$ cat src/rtl/fifo_rr_arbiter.sv
// fifo_rr_arbiter: drains NUM_Q upstream FIFOs round-robin and routes each word
// to the downstream FIFO selected by the word's top SEL_WIDTH bits.
module fifo_rr_arbiter #(
    parameter int DATA_WIDTH = 6,
    parameter int SEL_WIDTH  = 2,
    localparam int NUM_Q     = 2 ** SEL_WIDTH
) (
    input  logic                          clk,
    input  logic                          reset_L,
    input  logic [NUM_Q-1:0]              in_empty,
    input  logic [NUM_Q*DATA_WIDTH-1:0]   in_data,
    output logic [NUM_Q-1:0]              in_pop,
    input  logic [NUM_Q-1:0]              out_pause,
    output logic [NUM_Q-1:0]              out_push,
    output logic [DATA_WIDTH-1:0]         out_data,
    output logic [SEL_WIDTH-1:0]          grant_id,
    output logic                          active,
    output logic [15:0]                   fwd_count
);
    localparam logic [0:0] IDLE = 1'b0;
    localparam logic [0:0] BUSY = 1'b1;

    logic [NUM_Q-1:0]      in_pop_q, in_pop_d;
    logic [SEL_WIDTH-1:0]  ptr_q, ptr_d;
    logic [SEL_WIDTH-1:0]  grant_id_q, grant_id_d;
    logic                  s1_valid_q, s1_valid_d;
    logic [SEL_WIDTH-1:0]  s1_idx_q, s1_idx_d;
    logic [NUM_Q-1:0]      out_push_q, out_push_d;
    logic [DATA_WIDTH-1:0] out_data_q, out_data_d;
    logic [15:0]           fwd_count_q, fwd_count_d;
    logic [0:0]            state_q, state_d;
    logic [NUM_Q-1:0]      eligible;
    logic                  gnt_found, grant;
    logic [SEL_WIDTH-1:0]  gnt_idx;
    logic [DATA_WIDTH-1:0] word;

    always_comb begin
        // masking last cycle's grant hides the upstream empty flag's one-cycle lag
        eligible = ~in_empty & ~in_pop_q;
        gnt_found = 1'b0;
        gnt_idx = ptr_q;
        for (int k = NUM_Q - 1; k >= 0; k--) begin
            if (eligible[ptr_q + SEL_WIDTH'(k)]) begin
                gnt_found = 1'b1;
                gnt_idx = ptr_q + SEL_WIDTH'(k);
            end
        end
        grant = gnt_found && !(|out_pause);
        in_pop_d = grant ? NUM_Q'(1) << gnt_idx : '0;
        grant_id_d = grant ? gnt_idx : grant_id_q;
        ptr_d = grant ? gnt_idx + 1'b1 : ptr_q;
        s1_valid_d = |in_pop_q;
        s1_idx_d = grant_id_q;
        word = in_data[s1_idx_q*DATA_WIDTH +: DATA_WIDTH];
        out_push_d = s1_valid_q ? NUM_Q'(1) << word[DATA_WIDTH-1 -: SEL_WIDTH] : '0;
        out_data_d = s1_valid_q ? word : out_data_q;
        fwd_count_d = fwd_count_q + {15'd0, s1_valid_q};
        state_d = (grant || s1_valid_d || s1_valid_q) ? BUSY : IDLE;
    end

    always_ff @(posedge clk or negedge reset_L) begin
        if (!reset_L) begin
            in_pop_q    <= '0;
            ptr_q       <= '0;
            grant_id_q  <= '0;
            s1_valid_q  <= 1'b0;
            s1_idx_q    <= '0;
            out_push_q  <= '0;
            out_data_q  <= '0;
            fwd_count_q <= '0;
            state_q     <= IDLE;
        end else begin
            in_pop_q    <= in_pop_d;
            ptr_q       <= ptr_d;
            grant_id_q  <= grant_id_d;
            s1_valid_q  <= s1_valid_d;
            s1_idx_q    <= s1_idx_d;
            out_push_q  <= out_push_d;
            out_data_q  <= out_data_d;
            fwd_count_q <= fwd_count_d;
            state_q     <= state_d;
        end
    end

    assign in_pop    = in_pop_q;
    assign out_push  = out_push_q;
    assign out_data  = out_data_q;
    assign grant_id  = grant_id_q;
    assign active    = (state_q == BUSY);
    assign fwd_count = fwd_count_q;
endmodule

$ cat config.mk
export PLATFORM = sky130hd
export DESIGN_NAME = fifo_rr_arbiter
export DESIGN_NICKNAME = d
export VERILOG_FILES = /design/src/rtl/fifo_rr_arbiter.sv
export SDC_FILE = /design/constraint.sdc
export NUM_CORES = 1
export LEC_CHECK = 0
export ABC_CLOCK_PERIOD_IN_PS = 1740
export CORE_MARGIN = 2
export CORE_UTILIZATION = 35
export CTS_BUF_LIST = sky130_fd_sc_hd__clkbuf_8
export DETAILED_ROUTE_END_ITERATION = 7
export PLACE_DENSITY = 0.75
export SYNTH_ARGS = -nofsm -noshare
export SYNTH_HDL_FRONTEND = slang
export SYNTH_SLANG_ARGS = --single-unit
$ cat constraint.sdc
create_clock -name clk -period 1.74 [get_ports clk]
set_input_delay 0.261 -clock clk [delete_from_list [all_inputs] [get_ports clk]]
set_output_delay 0.261 -clock clk [all_outputs]
set_load 0.01 [all_outputs]
==> impl_metrics.csv, run 1 <==
group,metric,value,unit
final_layout,synthToLayoutAreaGrowth,52.72,%
floorplan,die-area,5636,µm²
power,comb_power_share,33.3,%
routing,drt_iter0_drc,44,
critical_path,crit_path_end_kind,"output port",
timing,max_freq,625.1,MHz
critical_path,cp.depth,1,
routing,avgViaCountPerCell,4.863,
placed_design,io_buffers,66,
routing,route.detailed.drc,0,
power,finalPower,0.002969,W
grt,grtUsageTotal,15.64,%
power,clkPwrFrac,23.8,%
final_layout,layout_common_cells,"clkdlybuf4s50_1 (65), dfrtp_1 (38), nor2_1 (12)",
routing,wl_per_cell,13.43,µm
final_layout,num_antenna_cells,0,
critical_path,r2r-end,"in_pop[2]",
grt,grt_max_degree,39,
critical_path,cp_slowest_cell,"clkdlybuf4s50_1",
synth,synth_top_area_share,53.79,%
timing,drv_slew,0,
final_layout,nNetsFinal,260,
floorplan,die_w,75.07,µm
final_layout,fill_cells,428,
placed_design,place_inst,284,
critical_path,worstSetupPathType,"reg2out",
critical_path,critPathMaxFanout,7,
clocking,htree_levels,2,
power,p_seq_share,42.9,%
placed_design,hpwlAfterDp,3.101,mm
synth,synthTopCellsByArea,"dfrtp_1 (54%), mux4_2 (7.6%), xnor2_1 (4.5%), mux2_2 (3.2%), nor2_1 (2.5%)",
clocking,ctsResizeCount,0,
synth,syn_nets,178,
clocking,post-cts-setup-buffers,0,
status,run_status,"finished clean",
critical_path,r2r_start,"ptr_q[0]",
grt,grt_pass1_wl,6.658,mm
timing,slew_headroom,69.02,%
final_layout,post-route-cell-area,2700,µm²
clocking,clock_sinks,38,
clocking,cts_buffers,5,
power,power.internal,0.002106,W
floorplan,start_util,36.94,%
critical_path,critPathBufInv,1,
power,switchingPower,0.0008630,W
power,p_leak,1.150,nW
critical_path,critPathRequiredTime,1.48,ns
synth,ys_types,39,
final_layout,final_cells,292,
critical_path,cp.arrival,1.34,ns
floorplan,pin_count,67,
grt,antenna_found_initial,0,
synth,async_reset_ff_share,100.0,%
floorplan,die_h,75.07,µm
run,maxCapViolations,0,
synth,synth_top_flop_cell,"dfrtp_1",
timing,rsz0062_at_grt,"false",
grt,grt_pass1_vias,1457,
clocking,ctsHoldBuffers,0,
routing,first_pass_iters,4,
clocking,clockBufferDepth,2,
critical_path,crit_chain,"clkdlybuf4s50_1",
timing,fin_skew,0.005050,ns
synth,seq_area_frac_synth,53.79,%
synth,ys_ff_latch,38,
power,ir_worst_vdd,0.6075,mV
synth,yosys.area.top_type,"dfrtp_1",
synth,postSynthAreaPerCell,12.45,µm²
critical_path,slowest_delay,0.58,ns
power,pwr_density_cell,1100,nW/µm²
timing,setup-violations-final,0,
power,p_sw_share,29.07,%
placed_design,placed_area,2594,µm²
synth,yosysWarningCount,0,
routing,drtAntennaViolNets,0,
timing,finalSetupTns,0,ns
clocking,clk_pin_slew_worst_paths,0.07,ns
timing,hold_viol_final,0,
clocking,cts_root_buffer,"clkbuf_8",
critical_path,startpoint,"in_pop[0]",
timing,fin_crit,1.600,ns
timing,post-route-period-util,91.95,%
timing,worstMarginPinSlew,0.4648,ns
critical_path,start_kind,"flip-flop",
floorplan,row_count,25,
placed_design,gp_congestion,0.8991,
clocking,tritoncts,"built",
synth,syn_area,1768,µm²
critical_path,cp_top_family,"buffers and inverters",
clocking,clk_latency,0.28,ns
critical_path,crit_path_end,"in_pop[0]",
final_layout,drive_gt1_share,16.89,%
critical_path,regToRegSetupSlack,0.16,ns
routing,wl,3.922,mm
routing,dr_total_vias,1420,
floorplan,coreArea,4786,µm²
timing,holdWs,0.01648,ns
synth,synthCells,142,
synth,synth_enable_flop_cells,0,
grt,overflow,0,
min_path,hold_path.class,"in2async",
final_layout,layout_commonest_cell,"clkdlybuf4s50_1",
critical_path,rr_worst_depth,4,
## cell usage after synthesis (all sizes together), types with 2 or more instances
cell type / number
a211oi: 3
and3: 3
and4: 2
buf: 2
dfrtp: 38
ha: 2
inv: 2
mux2: 6
mux4: 6
nand2: 9
nand2b: 2
nand3: 6
nand4: 2
nor2: 15
nor3: 4
nor4: 3
o21ai: 6
o31ai: 2
or2: 2
xnor2: 9
xor2: 5
## flip-flops by register name, summed over array words and instances, names as in the netlist
register	flops
active	1
s1_idx_q	2
fwd_count	16
grant_id	2
s1_valid_q	1
in_pop	4
ptr_q	2
out_push	4
out_data	6
## worst min path at each step
stage	slack, ns	cells past startpoint	to	start
after floorplan	-0.03	0	active	reset_L
after detailed placement	0.34	2	out_push[3]	reset_L
final	0.02	2	out_push[3]	reset_L
after global placement	0.33	2	out_push[2]	reset_L
after global routing	0.06	2	out_push[3]	reset_L
after CTS	0.03	2	fwd_count[1]	reset_L
## final cells by class
| cell class | count | area [µm²] | share of cell area, % |
|---|---|---|---|
| Clock buffer | 5 | 68.82 | 2.549 |
| Tap cell | 67 | 83.83 | 3.105 |
| Timing Repair Buffer | 77 | 750.7 | 27.80 |
| Clock inverter | 3 | 37.54 | 1.390 |
| Inverter | 2 | 7.507 | 0.2780 |
| Multi-Input combinational cell | 100 | 800.8 | 29.66 |
| Sequential cell | 38 | 950.9 | 35.22 |
## through the flow
| stage | worst slack (ns) | utilization (%) |
|---|---|---|
| 5_1_grt | 0.05251 | 56.42 |
| 6_report | 0.1401 | 56.42 |
| 3_5_place_dp | -0.07086 | 54.20 |
| 3_3_place_gp | -0.03162 | 54.20 |
| 2_1_floorplan | 0.2101 | - |
| 4_1_cts | 0.1211 | 56.42 |
## kinds of logic after synthesis
group	share of synthesized area, %
AND/OR/NAND/NOR	15.85
flip-flops	53.79
AO/OA/AOI/OAI	9.413
XOR/XNOR	6.936
multiplexers	11.68
buffers and inverters	0.9197
adder cells (fa/ha/maj)	1.415
## power by group through the flow
stage / Clock, W / Sequential, W / Combinational, W
5_1_grt: 0.000770 / 0.00131 / 0.00107
2_1_floorplan: 0 / 0.00129 / 0.000467
4_1_cts: 0.000733 / 0.00128 / 0.00100
3_5_place_dp: 0 / 0.00130 / 0.000998
3_3_place_gp: 0 / 0.00128 / 0.000979
6_report: 0.000707 / 0.00127 / 0.000988
## metal layers
layer | vias up | share of wire (%) | track usage (%) | wire length, µm
met1 | 680 | 42 | 18.48 | 1629
li1 | 690 | - | - | -
met3 | 6 | 4.9 | 4.284 | 191
met2 | 44 | 52 | 27.39 | 2053
met5 | - | 0 | 0 | 0
met4 | 0 | 1.2 | 5.357 | 48
Power figures use the tool's default switching activity.
==> inputs of run 2 (changes only) <==
CORE_UTILIZATION = 45   (was 35)
PLACE_DENSITY = 0.91   (was 0.75)
==> impl_metrics.csv, run 2 (synthesized netlist as in run 1, its figures left out) <==
group,metric,value,unit
critical_path,crit_path_end_kind,"output port",
timing,hold_viol_final,0,
floorplan,die-area,4446,µm²
routing,dr_total_vias,1463,
power,power.internal,0.001954,W
clocking,tritoncts,"built",
clocking,clock_sinks,38,
critical_path,regToRegSetupSlack,0.17,ns
critical_path,cp.depth,1,
timing,rsz0062_at_grt,"false",
clocking,clockBufferDepth,2,
timing,post-route-period-util,94.15,%
placed_design,placed_area,2550,µm²
final_layout,final_util,71.01,%
clocking,cts_root_buffer,"clkbuf_8",
status,run_status,"finished clean",
critical_path,critPathRequiredTime,1.48,ns
final_layout,drive_gt1_share,16.96,%
grt,overflow,0,
critical_path,cp_top_family,"buffers and inverters",
final_layout,layout_common_cells,"clkdlybuf4s50_1 (65), dfrtp_1 (38), nor2_1 (12)",
power,comb_power_share,34.9,%
floorplan,die_w,66.68,µm
critical_path,cp.arrival,1.38,ns
critical_path,slowest_delay,0.60,ns
routing,first_pass_iters,4,
grt,grt_pass1_vias,1446,
run,maxCapViolations,0,
grt,grt_max_degree,20,
final_layout,largest_reg_flops,16,
floorplan,coreArea,3716,µm²
final_layout,fill_cells,265,
timing,setup-violations-final,0,
routing,wl_per_cell,14.73,µm
critical_path,critPathBufInv,1,
final_layout,synthToLayoutAreaGrowth,49.26,%
grt,grt_pass1_wl,6.713,mm
final_layout,regArea,950.9,µm²
critical_path,rr_worst_depth,2,
grt,antenna_found_initial,0,
floorplan,start_util,47.58,%
critical_path,critPathMaxFanout,7,
routing,drtAntennaViolNets,0,
power,finalPower,0.002816,W
critical_path,crit_chain,"clkdlybuf4s50_1",
floorplan,die_h,66.68,µm
min_path,min_delay_path_depth,0,
timing,finalSetupTns,0,ns
timing,fin_skew,0.006241,ns
placed_design,gp_congestion,0.8520,
clocking,cts_buffers,5,
routing,drt_iter0_drc,109,
final_layout,post-route-cell-area,2639,µm²
final_layout,num_antenna_cells,0,
floorplan,pin_count,67,
placed_design,hpwlAfterDp,3.227,mm
clocking,clk_latency,0.29,ns
power,switchingPower,0.0008626,W
routing,wl,4.006,mm
timing,fin_crit,1.638,ns
final_layout,nNetsFinal,260,
routing,avgViaCountPerCell,5.379,
timing,max_freq,610.4,MHz
power,clkPwrFrac,19.8,%
min_path,hold_path.class,"reg2reg",
power,ir_worst_vdd,0.7567,mV
critical_path,cp_slowest_cell,"clkdlybuf4s50_1",
clocking,clk_pin_slew_worst_paths,0.07,ns
power,p_sw_share,30.63,%
timing,slew_headroom,72.70,%
routing,route.detailed.drc,0,
timing,drv_slew,0,
power,p_leak,1.127,nW
final_layout,layout_commonest_cell,"clkdlybuf4s50_1",
final_layout,multiInputGateArea,800.8,µm²
critical_path,start_kind,"flip-flop",
power,pwr_density_cell,1067,nW/µm²
timing,worstMarginPinSlew,0.4095,ns
floorplan,row_count,22,
critical_path,worstSetupPathType,"reg2out",
power,p_seq_share,45.3,%
grt,grtUsageTotal,20.20,%
clocking,htree_levels,2,
placed_design,io_buffers,66,
[run 2: area by class of cell]
cell class | instances | share of cell area (%)
sequential | 38 | 36.04
tap | 48 | 2.276
multi-input combinational | 100 | 30.35
timing repair buffer | 77 | 28.07
clock buffer | 5 | 2.608
inverter | 2 | 0.2845
clock inverter | 2 | 0.3793
[run 2: power groups by stage]
| stage | registers, W | clock network, W | logic, W |
|---|---|---|---|
| after detailed placement | 0.00129 | 0 | 0.000995 |
| after global placement | 0.00128 | 0 | 0.000967 |
| after CTS | 0.00128 | 0.000563 | 0.000994 |
| after global routing | 0.00131 | 0.000609 | 0.00107 |
| after floorplan | 0.00129 | 0 | 0.000467 |
| final | 0.00128 | 0.000556 | 0.000984 |
[run 2: path summary, 6_finish.rpt]
kind,startpoint,end
hold reg to reg,grant_id[1],s1_idx_q[1]
setup reg to reg,s1_idx_q[0],out_data[5]
setup / recovery,in_pop[0],in_pop[0]
max in group asynchronous,reset_L,grant_id[0]
min in group asynchronous,reset_L,fwd_count[9]
hold / removal,grant_id[1],s1_idx_q[1]
[run 2: metal layers]
metal | wire [µm] | vias up | global-route usage [%]
met1 | 1649 | 716 | 25.75
li1 | - | 687 | -
met4 | 33 | 0 | 6.633
met2 | 2092 | 56 | 33.50
met3 | 230 | 4 | 5.236
met5 | 0 | - | 0
[run 2: what timing repair did]
item	CTS	global route
endpoints found under the setup margin	0	0
hold buffers	1	0
hold endpoints to repair	17	0
gates resized for setup	0	0
setup buffers	0	0
[run 2: per-stage QoR]
step	worst slack, ns	cells	hold slack, ns
floorplan	0.2101	142	-0.03459
global placement	-0.03907	264	0.2160
detailed placement	-0.08663	264	0.2242
CTS	0.09745	272	0.4251
global route	0.06329	272	0.4406
finish	0.1017	272	0.4222
==> inputs of run 3 (changes only) <==
--- a/config.mk
+++ b/config.mk
@@ -8,2 +8,3 @@
 export ABC_CLOCK_PERIOD_IN_PS = 1740
+export CAP_MARGIN = 40
 export CORE_MARGIN = 2
==> constraint.sdc (replaced) <==
create_clock -name clk -period 1.74 [get_ports clk]
set_input_delay 0.348 -clock clk [delete_from_list [all_inputs] [get_ports clk]]
set_output_delay 0.348 -clock clk [all_outputs]
set_load 0.01 [all_outputs]
==> impl_metrics.csv, run 3 (synthesized netlist as in run 1, its figures left out) <==
group,metric,value,unit
routing,avgViaCountPerCell,5.321,
grt,overflow,0,
critical_path,critPathBufInv,1,
clocking,clk_pin_slew_worst_paths,0.07,ns
power,ir_worst_vdd,0.6750,mV
min_path,min-delay-start,"grant_id[1]",
critical_path,cp.arrival,1.36,ns
floorplan,die_h,66.68,µm
grt,grt_pass1_vias,1482,
timing,setup-violations-final,0,
critical_path,regToRegSetupSlack,0.15,ns
critical_path,crit_chain,"clkdlybuf4s50_1",
timing,setup_ws,0.03301,ns
placed_design,io_buffers,66,
critical_path,cp_slowest_cell,"clkdlybuf4s50_1",
critical_path,r2r_start,"s1_idx_q[0]",
floorplan,pin_count,67,
final_layout,final_util,73.40,%
final_layout,largest_reg_flops,16,
clocking,clock_sinks,38,
critical_path,critPathRequiredTime,1.39,ns
min_path,hold_path.class,"reg2reg",
routing,wl_per_cell,16.04,µm
timing,hold_viol_final,0,
critical_path,crit_path_end_kind,"output port",
critical_path,critPathMaxFanout,7,
final_layout,layout_common_cells,"clkdlybuf4s50_1 (65), dfrtp_1 (38), nor2_1 (12)",
placed_design,hpwlAfterDp,3.181,mm
timing,fin_skew,0.004921,ns
clocking,post-cts-setup-buffers,0,
final_layout,drive_gt1_share,18.14,%
routing,drtAntennaViolNets,0,
final_layout,synthToLayoutAreaGrowth,54.28,%
placed_design,gp_congestion,0.8668,
final_layout,multiInputGateArea,805.8,µm²
run,maxCapViolations,0,
floorplan,row_count,22,
clocking,htree_levels,2,
power,p_leak,1.165,nW
timing,fin_crit,1.707,ns
timing,finalSetupTns,0,ns
routing,wl,4.396,mm
final_layout,nNetsFinal,261,
routing,top_layer_used,"met4",
min_path,min_to,"s1_idx_q[1]",
power,pwr_density_cell,1186,nW/µm²
routing,first_pass_iters,4,
timing,drv_slew,0,
critical_path,slowest_delay,0.59,ns
grt,grtUsageTotal,21.67,%
final_layout,regArea,950.9,µm²
timing,slew_headroom,71.89,%
grt,grt_pass1_wl,6.879,mm
placed_design,place_ws,-0.2122,ns
grt,grt_max_degree,22,
critical_path,rr_worst_depth,2,
routing,route.detailed.drc,0,
min_path,min_delay_path_depth,0,
timing,max_freq,585.8,MHz
timing,post-route-period-util,98.10,%
floorplan,die-area,4446,µm²
timing,rsz0062_at_grt,"false",
routing,met1_length,1.751,mm
floorplan,coreArea,3716,µm²
critical_path,start_kind,"flip-flop",
clocking,clk_latency,0.29,ns
critical_path,r2r-end,"out_data[5]",
clocking,tritoncts,"built",
floorplan,die_w,66.68,µm
status,run_status,"finished clean",
critical_path,startpoint,"in_pop[0]",
routing,drt_iter0_drc,91,
routing,wl_met2,2.326,mm
critical_path,cp_top_family,"buffers and inverters",
final_layout,num_antenna_cells,0,
floorplan,start_util,47.58,%
grt,antenna_found_initial,0,
final_layout,layout_commonest_cell,"clkdlybuf4s50_1",
routing,dr_total_vias,1458,
timing,worstMarginPinSlew,0.4216,ns
clocking,cts_root_buffer,"clkbuf_8",
critical_path,worstSetupPathType,"reg2out",
final_layout,fill_cells,241,
clocking,clockBufferDepth,2,
routing,wl_met3,220,µm
clocking,cts_buffers,5,
[run 3: cell type report]
class                           count  share of cell area (%)
Clock buffer                        6                   3.028
Clock inverter                      2                   2.202
Inverter                            2                  0.2752
Multi-Input combinational cell    100                   29.54
Sequential cell                    38                   34.86
Tap cell                           48                   2.202
Timing Repair Buffer               78                   27.89
[run 3: worst max path at each step]
stage | slack [ns] | to | cells after the start
final | 0.03 | in_pop[0] | 1
after global routing | 0.0007 | in_pop[0] | 1
after CTS | 0.02 | in_pop[0] | 1
after detailed placement | -0.21 | in_pop[3] | 5
after global placement | -0.13 | in_pop[2] | 5
after floorplan | 0.21 | ptr_q[0] | 3
[run 3: through the flow]
step / cell area [µm²] / hold slack (ns) / instances / power, W
final: 2728 / 0.4165 / 274 / 0.003234
after global routing: 2728 / 0.4273 / 274 / 0.003393
after CTS: 2723 / 0.4165 / 274 / 0.003247
after detailed placement: 2570 / 0.2974 / 265 / 0.002299
after global placement: 2570 / 0.2998 / 265 / 0.002267
after floorplan: 1768 / 0.05241 / 142 / 0.001758
[run 3: timing repair]
item,CTS,global route
setup endpoints to repair,0,1
hold buffers,1,0
gates resized for setup,0,1
endpoints found under the hold margin,17,0
[run 3: routing by layer]
layer,up-vias,GRT usage [%]
li1,691,-
met1,702,24.47
met2,53,38.50
met3,12,5.405
met4,0,9.439
met5,-,0
[run 3: power by group]
part | switching [W] | internal, W
Combinational | 0.000393 | 0.000635
Sequential | 0.000217 | 0.00107
Clock | 0.000307 | 0.000611
Total | 0.000917 | 0.00232
